==> config.mk <==
export PLATFORM = sky130hd
export DESIGN_NAME = sr_exc_driver
export DESIGN_NICKNAME = d
export VERILOG_FILES = /design/src/rtl/sr_pkg.sv /design/src/rtl/sr_exc_logic.sv /design/src/rtl/sr_exc_driver.sv
export SDC_FILE = /design/constraint.sdc
export NUM_CORES = 1
export LEC_CHECK = 0
export CAP_MARGIN = 20
export CORE_UTILIZATION = 36
export DETAILED_ROUTE_END_ITERATION = 10
export GPL_TIMING_DRIVEN = 1
export PLACE_DENSITY_LB_ADDON = 0.2
export SLEW_MARGIN = 0
export SYNTH_ARGS = -nofsm -noshare
export SYNTH_HDL_FRONTEND = slang
export SYNTH_SLANG_ARGS = --single-unit
==> constraint.sdc <==
create_clock -name clk -period 1.1 [get_ports clk]
set_input_delay 0.165 -clock clk [delete_from_list [all_inputs] [get_ports clk]]
set_output_delay 0.165 -clock clk [all_outputs]
set_load 0.03 [all_outputs]
==> src/rtl/sr_pkg.sv <==
// sr_pkg: shared FSM state type and error-counter sizing for sr_exc_driver.
// The CHECK state exists only when SR_EXC_CHECK_EN is defined.
package sr_pkg;

    localparam int ERR_CNT_W = 8;
    localparam logic [ERR_CNT_W-1:0] ERR_CNT_MAX = '1;

`ifdef SR_EXC_CHECK_EN
    typedef enum logic [1:0] {
        ST_IDLE  = 2'd0,
        ST_DRIVE = 2'd1,
        ST_CHECK = 2'd2
    } state_e;
`else
    typedef enum logic [1:0] {
        ST_IDLE  = 2'd0,
        ST_DRIVE = 2'd1
    } state_e;
`endif

endpackage

==> src/rtl/sr_exc_logic.sv <==
// sr_exc_logic: one-bit SR excitation. Set only for a 0->1 move, Reset only
// for a 1->0 move; hold and don't-care cases resolve to S=R=0, so the
// forbidden S=R=1 pair can never be produced.
module sr_exc_logic (
    input  logic tgt,
    input  logic q,
    output logic s,
    output logic r
);

    assign s = tgt & ~q;
    assign r = ~tgt & q;

endmodule

==> src/rtl/sr_exc_driver.sv <==
// sr_exc_driver: accepts a target word, drives a bank of SR flip-flops toward
// it for one cycle with minimal excitations, then reports completion.
// Optional feature: define SR_EXC_CHECK_EN to build the CHECK state, which
// compares the bank against the target and drives err_o / err_cnt_o.
module sr_exc_driver
    import sr_pkg::*;
#(
    parameter int WIDTH = 8
) (
    input  logic                 clk,
    input  logic                 rst,
    input  logic                 tgt_valid_i,
    output logic                 tgt_ready_o,
    input  logic [WIDTH-1:0]     tgt_data_i,
    input  logic [WIDTH-1:0]     q_i,
    output logic [WIDTH-1:0]     s_o,
    output logic [WIDTH-1:0]     r_o,
    output logic                 done_o,
    output logic                 err_o,
    output logic [ERR_CNT_W-1:0] err_cnt_o
);

    state_e           state;
    state_e           state_nxt;
    logic [WIDTH-1:0] s_exc;
    logic [WIDTH-1:0] r_exc;
    logic             accept;
    logic             done_q;

    for (genvar i = 0; i < WIDTH; i++) begin : g_exc
        sr_exc_logic u_exc (
            .tgt (tgt_data_i[i]),
            .q   (q_i[i]),
            .s   (s_exc[i]),
            .r   (r_exc[i])
        );
    end

    assign tgt_ready_o = (state == ST_IDLE);
    assign accept      = tgt_ready_o && tgt_valid_i;

    // State register.
    always_ff @(posedge clk or posedge rst) begin
        if (rst) begin
            state <= ST_IDLE;
        end else begin
            // NOTE: non-blocking so every register samples pre-edge values.
            state <= state_nxt;
        end
    end

    // Next-state: IDLE -> DRIVE -> (CHECK ->) IDLE.
    always_comb begin
        // NOTE: default first so no path leaves state_nxt unassigned (no latch).
        state_nxt = state;
        case (state)
            ST_IDLE:  if (tgt_valid_i) state_nxt = ST_DRIVE;
`ifdef SR_EXC_CHECK_EN
            ST_DRIVE: state_nxt = ST_CHECK;
            ST_CHECK: state_nxt = ST_IDLE;
`else
            ST_DRIVE: state_nxt = ST_IDLE;
`endif
            default:  state_nxt = ST_IDLE;
        endcase
    end

    // Excitations are registered at acceptance and live for the DRIVE cycle only.
    always_ff @(posedge clk or posedge rst) begin
        if (rst) begin
            s_o <= '0;
            r_o <= '0;
        end else begin
            s_o <= accept ? s_exc : '0;
            r_o <= accept ? r_exc : '0;
        end
    end

`ifdef SR_EXC_CHECK_EN
    logic [WIDTH-1:0]     tgt_q;
    logic                 err_q;
    logic [ERR_CNT_W-1:0] err_cnt_q;
    logic                 mismatch;

    assign mismatch = (q_i != tgt_q);

    // Hold the target, grade the bank in CHECK, and count misses (saturating).
    always_ff @(posedge clk or posedge rst) begin
        if (rst) begin
            tgt_q     <= '0;
            done_q    <= 1'b0;
            err_q     <= 1'b0;
            err_cnt_q <= '0;
        end else begin
            if (accept) begin
                tgt_q <= tgt_data_i;
            end
            done_q <= (state == ST_CHECK) && !mismatch;
            err_q  <= (state == ST_CHECK) && mismatch;
            if ((state == ST_CHECK) && mismatch && (err_cnt_q != ERR_CNT_MAX)) begin
                err_cnt_q <= err_cnt_q + 1'b1;
            end
        end
    end

    assign err_o     = err_q;
    assign err_cnt_o = err_cnt_q;
`else
    // Without grading, completion is reported straight after DRIVE.
    always_ff @(posedge clk or posedge rst) begin
        if (rst) begin
            done_q <= 1'b0;
        end else begin
            done_q <= (state == ST_DRIVE);
        end
    end

    assign err_o     = 1'b0;
    assign err_cnt_o = '0;
`endif

    assign done_o = done_q;

endmodule

==> summary.md, run 1 <==
| Metric | Value |
|---|---|
| # IOs | `46` |
| Design area | `between 1000 and 1500 um2` |
| Hold Buf Count CTS | `0` |
| Cts bufs inserted | `3` |
| CTS HTree Levels | `1` |
| Total number of vias | `approximately 500` |
| Starting density of the core | `approximately 39%` |
| Fin crit period | `about 1.1 ns` |
| Crit path launch type | `flop` |
| Row cnt | `16` |
| Avg Cell Area, Syn | `around 16 um2` |
| Pre-CTS setup slack | `-0.08016 ns` |
| Crit Path Max Fanout | `2` |
| Global Route Usage Sum | `12.00%` |
| Crit path max-delay family | `flip-flops` |
| Worst skew pair latency | `0.29 ns` |
| Max Clk Rate | `roughly 0.95 GHz` |
| Core Area | `between 1500 and 2000 um2` |
| VDD IR max | `a little over 0.0007 V` |
| Initial antenna violation count | `0` |
| Fill count | `around 180` |
| DRT antenna net count | `0` |
| Vias in the first global route | `roughly 420` |
| Leading area contributor after synthesis | `dfrtp_1` |
| Slowest-stage cell, CP | `dfrtp_2` |
| PnR worst setup slack | `~0.043 ns` |
| I/O Buffers | `36` |
| 1st-pass router iterations | `2` |
| Clk_skew | `slightly below 0.008 ns` |
| #FFs+latches synth | `18` |
| Die ar. | `2326 um2` |
| CP Capture Type | `output port` |
| Clock sink count | `18` |
| 1st-iter DRT viols | `2` |
| TritonCTS clock tree | `built` |
| Seq/Total Area, Yosys | `58.54%` |
| Final-stage net count | `about 110` |
| Status | `finished, final reports clean` |
| Crit path cell chain | `inv_2 -> buf_6` |
| Kind of critical path | `reg -> out` |
| Antenna cells | `0` |
| Avg Vias per Cell | `4.414` |
| Commonest non-fill, non-tap cell in the layout | `buf_4` |
| CP peak stage delay | `0.43 ns` |
| Placed Area | `1074 um2` |
| Final hold slack | `~0.17 ns` |
| Hold Path Class | `in -> async` |
| Layout cells sized above 1 | `between 40% and 50%` |
| Worst-case clock buffer depth | `2` |
| Largest net degree at the start of global routing | `19` |
| Synth top area cells | `dfrtp_1 59%, and4bb_2 21%, buf_4 8.8%` |
| Data required, critical path | `0.94 ns` |
| Slew Viols, Final | `0` |
| Layout Area Growth over Synthesis | `45.85%` |
| RSZ-0062 raised after global routing | `true` |
| Fin crit share | `a little over nine tenths` |
| Top cell type's share of synthesized area | `58.54%` |
| Final Wtd Congestion | `0.6476` |
| First-pass GRT wire length | `1.821 mm` |
| Detailed-route DRC error count | `0` |
| Warnings, synthesis | `0` |
| DR WL/cell | `11.17 um` |
| Clock Tree Root | `clkbuf_4` |
| Distinct cells, synth | `8` |
| Max-cap check violation count | `0` |
| Die H | `48.23 um` |
| Mapped Cells | `49` |
| PD cells | `1225 nW/um2` |
| CP bufs+invs | `2` |
| Final WL | `around 1.3 mm` |
| Detail Placement HPWL | `920.6 um` |
| Final Hold Vio Count | `0` |
| Post-Syn Area | `roughly 770 um2` |
| Die Width | `just under 50 um` |
| Most frequent cells in the layout | `20 x buf_4, 18 x clkdlybuf4s50_1, 17 x dfrtp_1` |
| Setup-failing EPs final | `0` |
| Worst EP arrival | `approximately 0.9 ns` |
| Gr ovfl total | `0` |
| Leak | `between 0.5 and 0.6 nW` |
| Clock-pin slew on the worst setup and hold paths | `~0.10 ns` |
[cell type report]
| type | count | area, um2 | area share, % |
|---|---|---|---|
| multi-input cells | 26 | 251.5 | 22.41 |
| clock buffers | 4 | 36.28 | 3.233 |
| well taps | 27 | 33.78 | 3.010 |
| repair buffers | 39 | 341.6 | 30.43 |
| inverters | 2 | 7.507 | 0.6689 |
| flip-flops and latches | 18 | 451.7 | 40.25 |
[cell usage after synthesis]
cell and instances:
and4bb_2 13, nor2b_1 1, conb_1 1, dfrtp_1 18
inv_1 2, nor4bb_2 3, buf_4 9, buf_6 2
[repair_timing]
action                                  CTS  global route
setup buffers                             1             0
pin swaps                                 0             0
endpoints found under the setup margin    2             1
hold endpoints to repair                  0             0
resized for setup                         1             2
[registers in the layout, indices dropped and copies added (netlist names)]
signal  count
r_o         8
s_o         8
done_o      1
state       1
[power by group]
part	switching (W)	internal [W]
registers	0.00000786	0.000686
logic	0.000150	0.000130
clock network	0.000199	0.000202
[logic make-up (layout without fill, tap and decap cells)]
logic type / count (synthesis) / count (layout) / synth area share (%)
buf+inv: 13 / 45 / 12.68
flops: 18 / 18 / 58.54
other cells: 1 / 9 / 0.4873
simple gates: 17 / 17 / 28.29
[through the flow]
step | total power (W) | setup TNS (ns) | util, % | instances
6_report | 0.001375 | 0 | 56.63 | 116
5_1_grt | 0.001444 | -0.008774 | 56.63 | 116
4_1_cts | 0.001387 | 0 | 56.44 | 116
3_5_place_dp | 0.0009831 | -0.2367 | 54.17 | 111
3_3_place_gp | 0.0009813 | -0.1883 | 54.17 | 111
2_1_floorplan | 0.0008889 | 0 | - | 57
[path summary, 6_finish.rpt]
| path | start | end | slack (ns) | cells past startpoint |
|---|---|---|---|---|
| min | rst | r_o[2] | 0.17 | 3 |
| min reg2reg | state[0] | done_o | 0.65 | 1 |
| max reg2reg | state[0] | r_o[0] | 0.12 | 2 |
| max | state[0] | tgt_ready_o | 0.04 | 2 |
| min in group clk | q_i[6] | s_o[6] | 0.45 | 2 |
| max in group asynchronous | rst | state[0] | 0.72 | 3 |
[per-layer routing]
metal / track usage, % / up-vias / share of wire (%)
met5: 0 / - / 0
met4: 5.000 / 0 / 0.93
met3: 5.556 / 2 / 6.6
met2: 17.60 / 25 / 50
met1: 15.22 / 243 / 43
li1: - / 242 / -
[worst register-to-register path: cells and delay by family, from the launching register on]
family                 cells  cell delay, ns
flip-flops                 1            0.43
AND/OR/NAND/NOR            1            0.26
buffers and inverters      1            0.19
(Power assumes the default switching activity.)
==> run 2: changes to the inputs <==
PLACE_DENSITY_LB_ADDON = 0.3   (was 0.2)
==> summary.md, run 2 (same netlist as run 1, synthesis figures left out) <==
| Metric | Value |
|---|---|
| Status | `finished, final reports clean` |
| Row cnt | `16` |
| Final-stage net count | `between 100 and 150` |
| Largest regs | `r_o x8, s_o x8` |
| DRT antenna net count | `0` |
| DR WL/cell | `11.47 um` |
| Avg Vias per Cell | `about 4.3` |
| Reg2reg path depth | `2` |
| Detailed-route DRC error count | `0` |
| Layout Area Growth over Synthesis | `45.85%` |
| Detail Placement HPWL | `roughly 1000 um` |
| Die H | `~48 um` |
| 1st-pass router iterations | `2` |
| CP Capture Type | `output port` |
| Cts bufs inserted | `3` |
| Crit path cell chain | `inv_1 -> buf_6` |
| Fin crit share | `roughly 95%` |
| VDD IR max | `just over 0.0005 V` |
| Setup-failing EPs final | `0` |
| Clock-pin slew on the worst setup and hold paths | `0.10 ns` |
| Core Area | `slightly below 2000 um2` |
| Worst skew pair latency | `~0.28 ns` |
| Final Hold Vio Count | `0` |
| Worst-case clock buffer depth | `2` |
| Initial antenna violation count | `0` |
| Die ar. | `about 2300 um2` |
| 1st-iter DRT viols | `3` |
| Clk_skew | `just under 0.004 ns` |
| Gr ovfl total | `0` |
| Critical Path Source | `state[0]` |
| Worst EP arrival | `0.88 ns` |
| # IOs | `46` |
| Slew Viols, Final | `0` |
| Commonest non-fill, non-tap cell in the layout | `buf_4` |
| Data required, critical path | `around 0.94 ns` |
| PD cells | `1215 nW/um2` |
| Worst r2r src | `state[0]` |
| Global Route Usage Sum | `12.17%` |
| Total number of vias | `500` |
| Max Clk Rate | `0.9547 GHz` |
| Largest net degree at the start of global routing | `19` |
| Final hold slack | `between 0.15 and 0.2 ns` |
| Leak | `around 0.55 nW` |
| Hold Buf Count CTS | `0` |
| Antenna cells | `0` |
| First-pass GRT wire length | `~1.9 mm` |
| Starting density of the core | `38.83%` |
| Layout cells sized above 1 | `between 40% and 50%` |
| Slowest-stage cell, CP | `dfrtp_2` |
| Fin crit period | `approximately 1.0 ns` |
| TritonCTS clock tree | `built` |
| I/O Buffers | `36` |
| Clock Tree Root | `clkbuf_4` |
| Hold Path Class | `in -> async` |
| CP peak stage delay | `0.42 ns` |
| Kind of critical path | `reg -> out` |
| Die Width | `a little under 50 um` |
| Fill count | `about 180` |
| Final WL | `roughly 1.3 mm` |
| Final Wtd Congestion | `around 0.67` |
| CTS HTree Levels | `1` |
| Vias in the first global route | `401` |
| Final core utilization | `about 57%` |
| Clock sink count | `18` |
| Crit Path Max Fanout | `2` |
| RSZ-0062 raised after global routing | `false` |
| Most frequent cells in the layout | `20 x buf_4, 18 x clkdlybuf4s50_1, 17 x dfrtp_1` |
| Max-cap check violation count | `0` |
| Crit path launch type | `flop` |
-- run 2: worst paths after layout --
path,endpoint,slack [ns]
min in group clk,r_o[0],0.46
max in group asynchronous,state[0],0.71
worst max register to register,r_o[4],0.14
worst max-delay path,tgt_ready_o,0.05
worst min-delay path,r_o[0],0.19
worst min register to register,done_o,0.63
-- run 2: routing by layer --
layer	vias up	GRT usage [%]	wire length, um
met3	2	2.222	85
met1	239	16.47	552
li1	237	-	-
met2	22	17.60	672
met5	-	0	0
met4	0	8.333	19
-- run 2: power by group --
part / switching (W) / total, W / internal [W] / leakage [nW]
registers: 0.00000709 / 0.000693 / 0.000686 / 0.242
logic: 0.000151 / 0.000282 / 0.000130 / 0.283
clock network: 0.000188 / 0.000389 / 0.000201 / 0.0210
total: 0.000347 / 0.00136 / 0.00102 / 0.546
-- run 2: worst max-delay path: cells and delay by family (launching register included) --
family / cells / cell delay (ns)
buffers and inverters: 2 / 0.18
DFF: 1 / 0.42
-- run 2: layout make-up --
type                    instances  area, um2  area share (%)
repair buffers                 39      341.6           30.43
flip-flops and latches         18      451.7           40.25
multi-input cells              26      251.5           22.41
well taps                      27      33.78           3.010
inverters                       2      7.507          0.6689
clock buffers                   4      36.28           3.233
-- run 2: metrics by stage --
step	area (um2)	worst slack, ns	TNS, ns	instances	power (W)
global placement	1074	-0.06952	-0.2065	111	0.0009810
finish	1122	0.05251	0	116	0.001364
floorplan	799.5	0.1712	0	57	0.0008889
CTS	1119	0.01905	0	116	0.001384
detailed placement	1074	-0.08918	-0.2697	111	0.0009839
global route	1122	0.007061	0	116	0.001424
-- run 2: repair_timing --
action | in CTS | in global routing
setup buffers | 1 | 0
resized for setup | 1 | 1
endpoints found under the setup margin | 1 | 1
==> run 3: changes to the inputs <==
ABC_CLOCK_PERIOD_IN_PS = 1100   (was default)
==> results of run 3 <==
Final layout, timing and power as in run 2 (identical DEF).
